## src/rtl/data_receiver.sv

```systemverilog
// Receive end of the three-wire serial link: synchronises frame, bit clock and data,
// then reassembles eight LSB-first bytes into one 64-bit word.
module data_receiver #(
  parameter int TIMEOUT   = 100000,
  parameter int TIMEOUT_W = 32
) (
  input  logic        clk,
  input  logic        rst,
  input  logic        transmission,
  input  logic        clock,
  input  logic        in_data,
  output logic [63:0] data,
  output logic        valid,
  output logic        error,
  output logic        busy
);

  typedef enum logic [1:0] {IDLE, BYTE, GAP} state_t;

  state_t state_q, state_d;

  logic tr_s1, tr_s2, tr_prev;
  logic sck_s1, sck_s2, sck_prev;
  logic din_s1, din_s2;
  logic [1:0] sync_fill;
  logic armed;

  logic tr_rise_q, tr_fall_q, bit_stb_q, bit_val_q;

  logic [7:0]           shreg;
  logic [3:0]           bit_cnt;
  logic [2:0]           byte_idx;
  logic [6:0][7:0]      asm_buf;
  logic [TIMEOUT_W-1:0] gap_cnt;

  logic valid_d, error_d, byte_done, word_done;

  // A frame level already high out of reset must not look like a rising edge,
  // so rises only count once the synchronised line has been seen low.
  always_ff @(posedge clk) begin
    if (rst) begin
      {tr_s1, tr_s2, tr_prev}    <= '0;
      {sck_s1, sck_s2, sck_prev} <= '0;
      {din_s1, din_s2}           <= '0;
      sync_fill                  <= '0;
      armed                      <= 1'b0;
      tr_rise_q                  <= 1'b0;
      tr_fall_q                  <= 1'b0;
      bit_stb_q                  <= 1'b0;
      bit_val_q                  <= 1'b0;
    end else begin
      tr_s1     <= transmission;
      tr_s2     <= tr_s1;
      tr_prev   <= tr_s2;
      sck_s1    <= clock;
      sck_s2    <= sck_s1;
      sck_prev  <= sck_s2;
      din_s1    <= in_data;
      din_s2    <= din_s1;
      sync_fill <= {sync_fill[0], 1'b1};
      armed     <= armed | (sync_fill[1] & ~tr_s2);
      // Edge strobes are registered once so the word appears three cycles after the pin falls.
      tr_rise_q <= tr_s2 & ~tr_prev & armed;
      tr_fall_q <= ~tr_s2 & tr_prev;
      bit_stb_q <= sck_s2 & ~sck_prev & tr_s2;
      bit_val_q <= din_s2;
    end
  end

  always_comb begin
    state_d   = state_q;
    valid_d   = 1'b0;
    error_d   = 1'b0;
    byte_done = 1'b0;
    word_done = 1'b0;
    case (state_q)
      IDLE: if (tr_rise_q) state_d = BYTE;
      BYTE: begin
        if (tr_fall_q) begin
          state_d = IDLE;
          if (bit_cnt == 4'd8) begin
            if (byte_idx == 3'd7) begin
              word_done = 1'b1;
              valid_d   = 1'b1;
            end else begin
              byte_done = 1'b1;
              state_d   = GAP;
            end
          end else begin
            error_d = 1'b1;
          end
        end
      end
      GAP: begin
        if (tr_rise_q) begin
          state_d = BYTE;
        end else if (gap_cnt == TIMEOUT_W'(TIMEOUT - 1)) begin
          error_d = 1'b1;
          state_d = IDLE;
        end
      end
      default: state_d = IDLE;
    endcase
  end

  always_ff @(posedge clk) begin
    if (rst) begin
      state_q  <= IDLE;
      valid    <= 1'b0;
      error    <= 1'b0;
      data     <= '0;
      shreg    <= '0;
      bit_cnt  <= '0;
      byte_idx <= '0;
      asm_buf  <= '0;
      gap_cnt  <= '0;
    end else begin
      state_q <= state_d;
      valid   <= valid_d;
      error   <= error_d;
      case (state_q)
        IDLE: begin
          if (tr_rise_q) begin
            bit_cnt  <= '0;
            byte_idx <= '0;
          end
        end
        BYTE: begin
          if (bit_stb_q) begin
            shreg <= {bit_val_q, shreg[7:1]};
            if (bit_cnt != 4'd15) bit_cnt <= bit_cnt + 4'd1;
          end
          if (byte_done) begin
            asm_buf[byte_idx] <= shreg;
            byte_idx          <= byte_idx + 3'd1;
            gap_cnt           <= '0;
          end
          if (word_done) data <= {shreg, asm_buf};
        end
        GAP: begin
          gap_cnt <= gap_cnt + 1'b1;
          if (tr_rise_q) bit_cnt <= '0;
        end
        default: ;
      endcase
    end
  end

  assign busy = (state_q != IDLE);

endmodule

```

## config.mk

```make
export PLATFORM = sky130hd
export DESIGN_NAME = data_receiver
export DESIGN_NICKNAME = d
export VERILOG_FILES = /design/src/rtl/data_receiver.sv
export SDC_FILE = /design/constraint.sdc
export NUM_CORES = 1
export LEC_CHECK = 0
export ABC_AREA = 1
export CORE_MARGIN = 2
export CORE_UTILIZATION = 35
export DETAILED_ROUTE_END_ITERATION = 8
export PLACE_DENSITY = 0.59
export SETUP_SLACK_MARGIN = 0.15
export SYNTH_ARGS = -nofsm -noshare
export SYNTH_HDL_FRONTEND = slang
export SYNTH_SLANG_ARGS = --single-unit
```

## constraint.sdc

```tcl
create_clock -name clk -period 1.7 [get_ports clk]
set_input_delay 0.34 -clock clk [delete_from_list [all_inputs] [get_ports clk]]
set_output_delay 0.34 -clock clk [all_outputs]
set_load 0.01 [all_outputs]
```

# Yosys cells after proc, flatten, opt, wreduce, memory -nomap -nowiden

Cells that the tools add are included.

Logic and storage cells: 105
Input bits: 5
Register bits: 186

Equality and inequality tests: 13
$lt $le $gt $ge: 2
Reductions and logical operators: 14
Multiplexer cells: 33
$add $sub $neg: 3
Bitwise gates (word level): 10

Operators with widths:

| operator                                            | number |
|---|---|
| case mux 32 bit (2 select lines)                    | 1 |
| bitwise mux 56 bit                                  | 1 |
| adder 32 x 1 -> 32 bit (second input constant)      | 1 |
| == test 32 x 17 -> 1 bit (second input constant)    | 1 |
| two-way mux 32 bit                                  | 1 |
| demux 8 bit (select 3 bit)                          | 1 |
| two-way mux 1 bit                                   | 13 |
| two-way mux 2 bit                                   | 6 |
| two-way mux 4 bit                                   | 3 |
| inequality test 2 bit (second input constant)       | 5 |
| two-way mux 8 bit                                   | 1 |
| case mux 4 bit (2 select lines)                     | 1 |
| AND reduction 2 bit                                 | 4 |
| nonzero test 2 bit                                  | 4 |
| bitwise AND 1 bit                                   | 6 |
| two-way mux 3 bit                                   | 2 |
| case mux 2 bit (3 select lines)                     | 1 |
| case mux 3 bit (2 select lines)                     | 1 |
| AND reduction 3 bit                                 | 2 |
| adder 4 x 1 -> 4 bit (second input constant)        | 1 |
| == test 4 bit (second input constant)               | 1 |
| < comparator 3 x 4 -> 1 bit (second input constant) | 1 |
| inequality test 4 bit (second input constant)       | 1 |
| AND reduction 4 bit                                 | 1 |
| other kinds (13)                                    | 15 |

# Logic depth before layout (Yosys ltp)

Gate-level depths: netlist of run 1.

Depth after elaboration: 7
Gate-level depth with buffers: 11

# Least setup slack after synthesis of run 1

Ideal clock, no wire load.

Path type: reg-to-reg
Start: register byte_idx[0]
End: register gap_cnt[21]
Setup slack: -0.005 ns
Clock period less this slack: 1.705 ns
Buffers on the path: 1
Arrival time: 1.592 ns
Cell stages (with the launch flop): 10
Cell sequence: dfxtp_1 ha_1 ha_1 inv_1 nand4_4 o21bai_4 inv_2 buf_2 nand2_1 nor2_1

Word-level cells in the longest chain between the ends: 7

RTL lines:

| element                                | RTL line | source |
|---|---|---|
| from (decl)                            | 32       | `logic [2:0] byte_idx;` |
| from (signal assigned)                 | 135      | `byte_idx <= byte_idx + 3'd1;` |
| == test 3 bit                          | 82       | `if (byte_idx == 3'd7) begin` |
| two-way mux 1 bit                      | 82       |  |
| two-way mux 1 bit                      | 81       | `if (bit_cnt == 4'd8) begin` |
| two-way mux 1 bit                      | 79       | `if (tr_fall_q) begin` |
| two-way mux 1 bit                      | 76       | `case (state_q)` |
| inequality test 2 bit (no source line) | -        |  |
| AND reduction 2 bit (no source line)   | -        |  |
| to (signal assigned)                   | 141      | `gap_cnt <= gap_cnt + 1'b1;` |
| to (decl)                              | 34       | `logic [TIMEOUT_W-1:0] gap_cnt;` |

No other way between the ends.
A chain may end at the register's enable or synchronous reset.

# Worst setup path in the final report of run 1

Start: register bit_cnt[1]
End: register data[4]

Word-level cells in the longest chain between the ends: 5

RTL lines:

| element                              | RTL line | source |
|---|---|---|
| from (decl)                          | 31       | `logic [3:0] bit_cnt;` |
| from (signal assigned)               | 131      | `if (bit_cnt != 4'd15) bit_cnt <= bit_cnt + 4'd1;` |
| == test 4 bit                        | 81       |  |
| two-way mux 1 bit                    | 81       |  |
| two-way mux 1 bit                    | 79       |  |
| two-way mux 1 bit                    | 76       |  |
| AND reduction 2 bit (no source line) | -        |  |
| to (signal assigned)                 | 138      | `if (word_done) data <= {shreg, asm_buf};` |
| to (decl)                            | 12       | `output logic [63:0] data,` |

No other way between the ends.

==> results.json, run 1 <==
{
  "hold_viol": 0,
  "die_area_sq_mm": 0.0225,
  "leakagePower_nw": 5.03,
  "synth_edf_count": 0,
  "violations": "negative setup slack",
  "die_h_microns": 150,
  "drt_wl_total_microns": 21500,
  "use_met3_pct": 4.12,
  "met2_usage_pct": 32.4,
  "fin_skew_ns": 0.00972,
  "async_reset_ff_share_pct": 0,
  "initial_utilization_pct": 35.5,
  "max_slew_margin_pct": 53.3,
  "finalCritPeriodShare_pct": 105,
  "syn_inst": 1027,
  "avgSynthCellArea_sq_um": 7.25,
  "layout-drive-gt1-share_pct": 26.6,
  "p_sw_share_pct": 27.4,
  "slew_violations": 0,
  "syn-num-nets": 1041,
  "cp_num_buf_inv": 6,
  "ys_top_cells_by_area": "dfxtp_1, nor2_1, o21ai_0",
  "status": "finished, violations left",
  "cts_max_path_buffers": 2,
  "path_clk_slew_ns": 0.07,
  "worst-path-max-fanout": 6,
  "critPathLaunchType": "flip-flop",
  "nFillCells": 1975,
  "drt_iter0_markers": 450,
  "wl_per_cell_microns": 14.8,
  "endpoint_kind": "flip-flop",
  "yosysTopAreaCellShare_pct": 50.0,
  "antenna_found_initial": 0,
  "grtUsageTotal_pct": 18.3,
  "ys_types": 32,
  "firstDrtPassIters": 5,
  "grt_pass1_wl_microns": 32400,
  "combPwrFrac_pct": 17.1,
  "final_common_cell": "nor2_1",
  "holdBufCountCts": 0,
  "ant_nets": 0,
  "num_io_pins": 72,
  "root_buffer": "clkbuf_16",
  "ys.flop_type": "dfxtp_1",
  "cts_tree": "yes",
  "drv_cap": 0,
  "fin_ws_ns": -0.0927,
  "hp-class": "flip-flop to flip-flop",
  "p_sw_w": 0.00286,
  "fin_crit_ns": 1.79,
  "path_class": "flip-flop to flip-flop",
  "vdd_ir_drop_max_mv": 0.767,
  "diodes": 0,
  "layout_common_cells": "nor2_1, dfxtp_1, nand2_1, inv_1, o21ai_0",
  "clkPwrFrac_pct": 39.8,
  "internal_power_w": 0.00760,
  "insertion_delay_ns": 0.43,
  "dp_hpwl_microns": 12000,
  "clkSinkCount": 186,
  "grt_use_met1_pct": 22.4,
  "gr-max-usage-layer": "met2",
  "ys_warn_count": 0,
  "rsz0062_at_grt": "yes",
  "max_stage_delay_ns": 0.33,
  "cp_data_arrival_time_ns": 2.16,
  "slowest_stage": "dfxtp_2",
  "ys_seq_area_share_pct": 50.0,
  "regToRegSetupSlack_ns": -0.09,
  "ys_ff_latch": 186,
  "cellPowerDensity_mw_per_mm2": 955,
  "fin_cells": 1449,
  "grt_max_degree": 62,
  "synth_area_leader_cell": "dfxtp_1",
  "die_width_microns": 150,
  "place_ws_ns": -0.0396,
  "netlist_area_sq_mm": 0.00745,
  "max_freq_mhz": 558,
  "place.gp.congestion": 0.873,
  "htree_levels": 4,
  "via_per_inst": 4.84,
  "fin_tns_setup_ns": -1.68,
  "area_growth_pct": 47.3,
  "seqPwrFrac_pct": 43.1,
  "vias": 7013,
  "path_cells": "inv_2 -> ha_4 -> nand2_4 -> nor2_4 -> inv_2 -> nor3_4 -> buf_6 -> buf_12 -> buf_12 -> buf_16 -> o21ai_1 -> nor2_1",
  "crit_required_ns": 2.07,
  "overflow": 0,
  "rows": 53,
  "core-area_sq_mm": 0.0210,
  "grt_pass1_vias": 6444,
  "crit_family": "buffers and inverters",
  "setup_viol": 54,
  "numCtsBuffers": 17,
  "worst_slew_pin_slew_ns": 0.700,
  "post-place-cells": 1377,
  "final_nets": 1176,
  "io_buffers": 71,
  "drc_errors": 0
}
## power by group through the flow
stage,combinational [W],sequential (W),clock (W)
6_report,0.00179,0.00451,0.00417
5_1_grt,0.00195,0.00451,0.00441
4_1_cts,0.00143,0.00449,0.00422
3_5_place_dp,0.00129,0.00458,0
3_3_place_gp,0.00130,0.00458,0
2_1_floorplan,0.000806,0.00458,0
## kinds of logic after synthesis
| group | share of synthesized area, % |
|---|---|
| simple gates | 29.4 |
| compound gates | 11.9 |
| flops | 50.0 |
| buf+inv | 6.97 |
| xor+xnor | 0.235 |
| fa+ha+maj | 1.51 |
## flip-flops by register name (all words and copies together), names as in the netlist, 2 cells and up
register	cells
data	64
asm_buf	56
gap_cnt	32
shreg	8
bit_cnt	4
byte_idx	3
state_q	2
sync_fill	2
## worst register-to-register path: stages, from the launching register on
cell and delay (ns):
dfxtp_2 0.33, inv_2 0.07, ha_4 0.14, nand2_4 0.05
nor2_4 0.15, inv_2 0.06, nor3_4 0.21, buf_6 0.15
buf_12 0.14, buf_12 0.11, buf_16 0.11, o21ai_1 0.07
nor2_1 0.13
## layout make-up
type                       count  area, sq um  share of cell area [%]
multi-input combinational    718         3970                    36.2
sequential                   186         3740                    34.1
timing repair buffer         160         1970                    18.0
clock buffer                  19          453                    4.13
tap                          275          344                    3.14
inverter                      79          340                    3.10
clock inverter                12          158                    1.44
## Yosys cell counts (3+ instances only)
library cell and count:
a21oi_1 39, buf_1 10, buf_2 9, buf_4 3, buf_6 4, clkbuf_1 18, dfxtp_1 186, ha_1 9
inv_1 70, inv_2 7, nand2_1 131, nand2_2 3, nand3_1 44, nand4_1 16, nor2_1 313, nor2_2 5
nor3_1 10, o21ai_0 119, o21ai_1 13
## metal layers
metal,wire length (microns),up-vias,part of all wire (%)
li1,-,3577,-
met1,9110,3239,42
met2,10800,160,50
met3,961,37,4.5
met4,565,0,2.6
met5,0,-,0
## path summary, 6_finish.rpt
check,startpoint,cells after the start,to
setup / recovery,bit_cnt[1]$_SDFFE_PP0P_,12,data[4]$_SDFFE_PP0P_
hold / removal,din_s1$_SDFF_PP0_,2,din_s2$_SDFF_PP0_
setup reg to reg,bit_cnt[1]$_SDFFE_PP0P_,12,data[4]$_SDFFE_PP0P_
hold reg to reg,din_s1$_SDFF_PP0_,2,din_s2$_SDFF_PP0_
## what timing repair did
item                       in CTS  in global routing
resized for setup             165                229
buffers inserted               11                 12
setup endpoints to repair     225                190
gates cloned                   10                  8
pin swaps                      16                 71
## per-stage QoR
step	power, W	hold slack, ns	instance area [sq um]	utilization [%]
after floorplan	0.00539	0.373	7490	-
after global placement	0.00588	0.390	8750	41.8
after detailed placement	0.00587	0.395	8750	41.8
after CTS	0.0101	0.406	10100	48.1
after global routing	0.0109	0.414	11000	52.3
final	0.0105	0.404	11000	52.3
No activity file was read; power rests on OpenSTA's default activity.
==> inputs of run 2 (changes only) <==
- CAP_MARGIN: unset -> 20
==> results of run 2 <==
Final layout, timing and power as in run 1 (identical DEF).
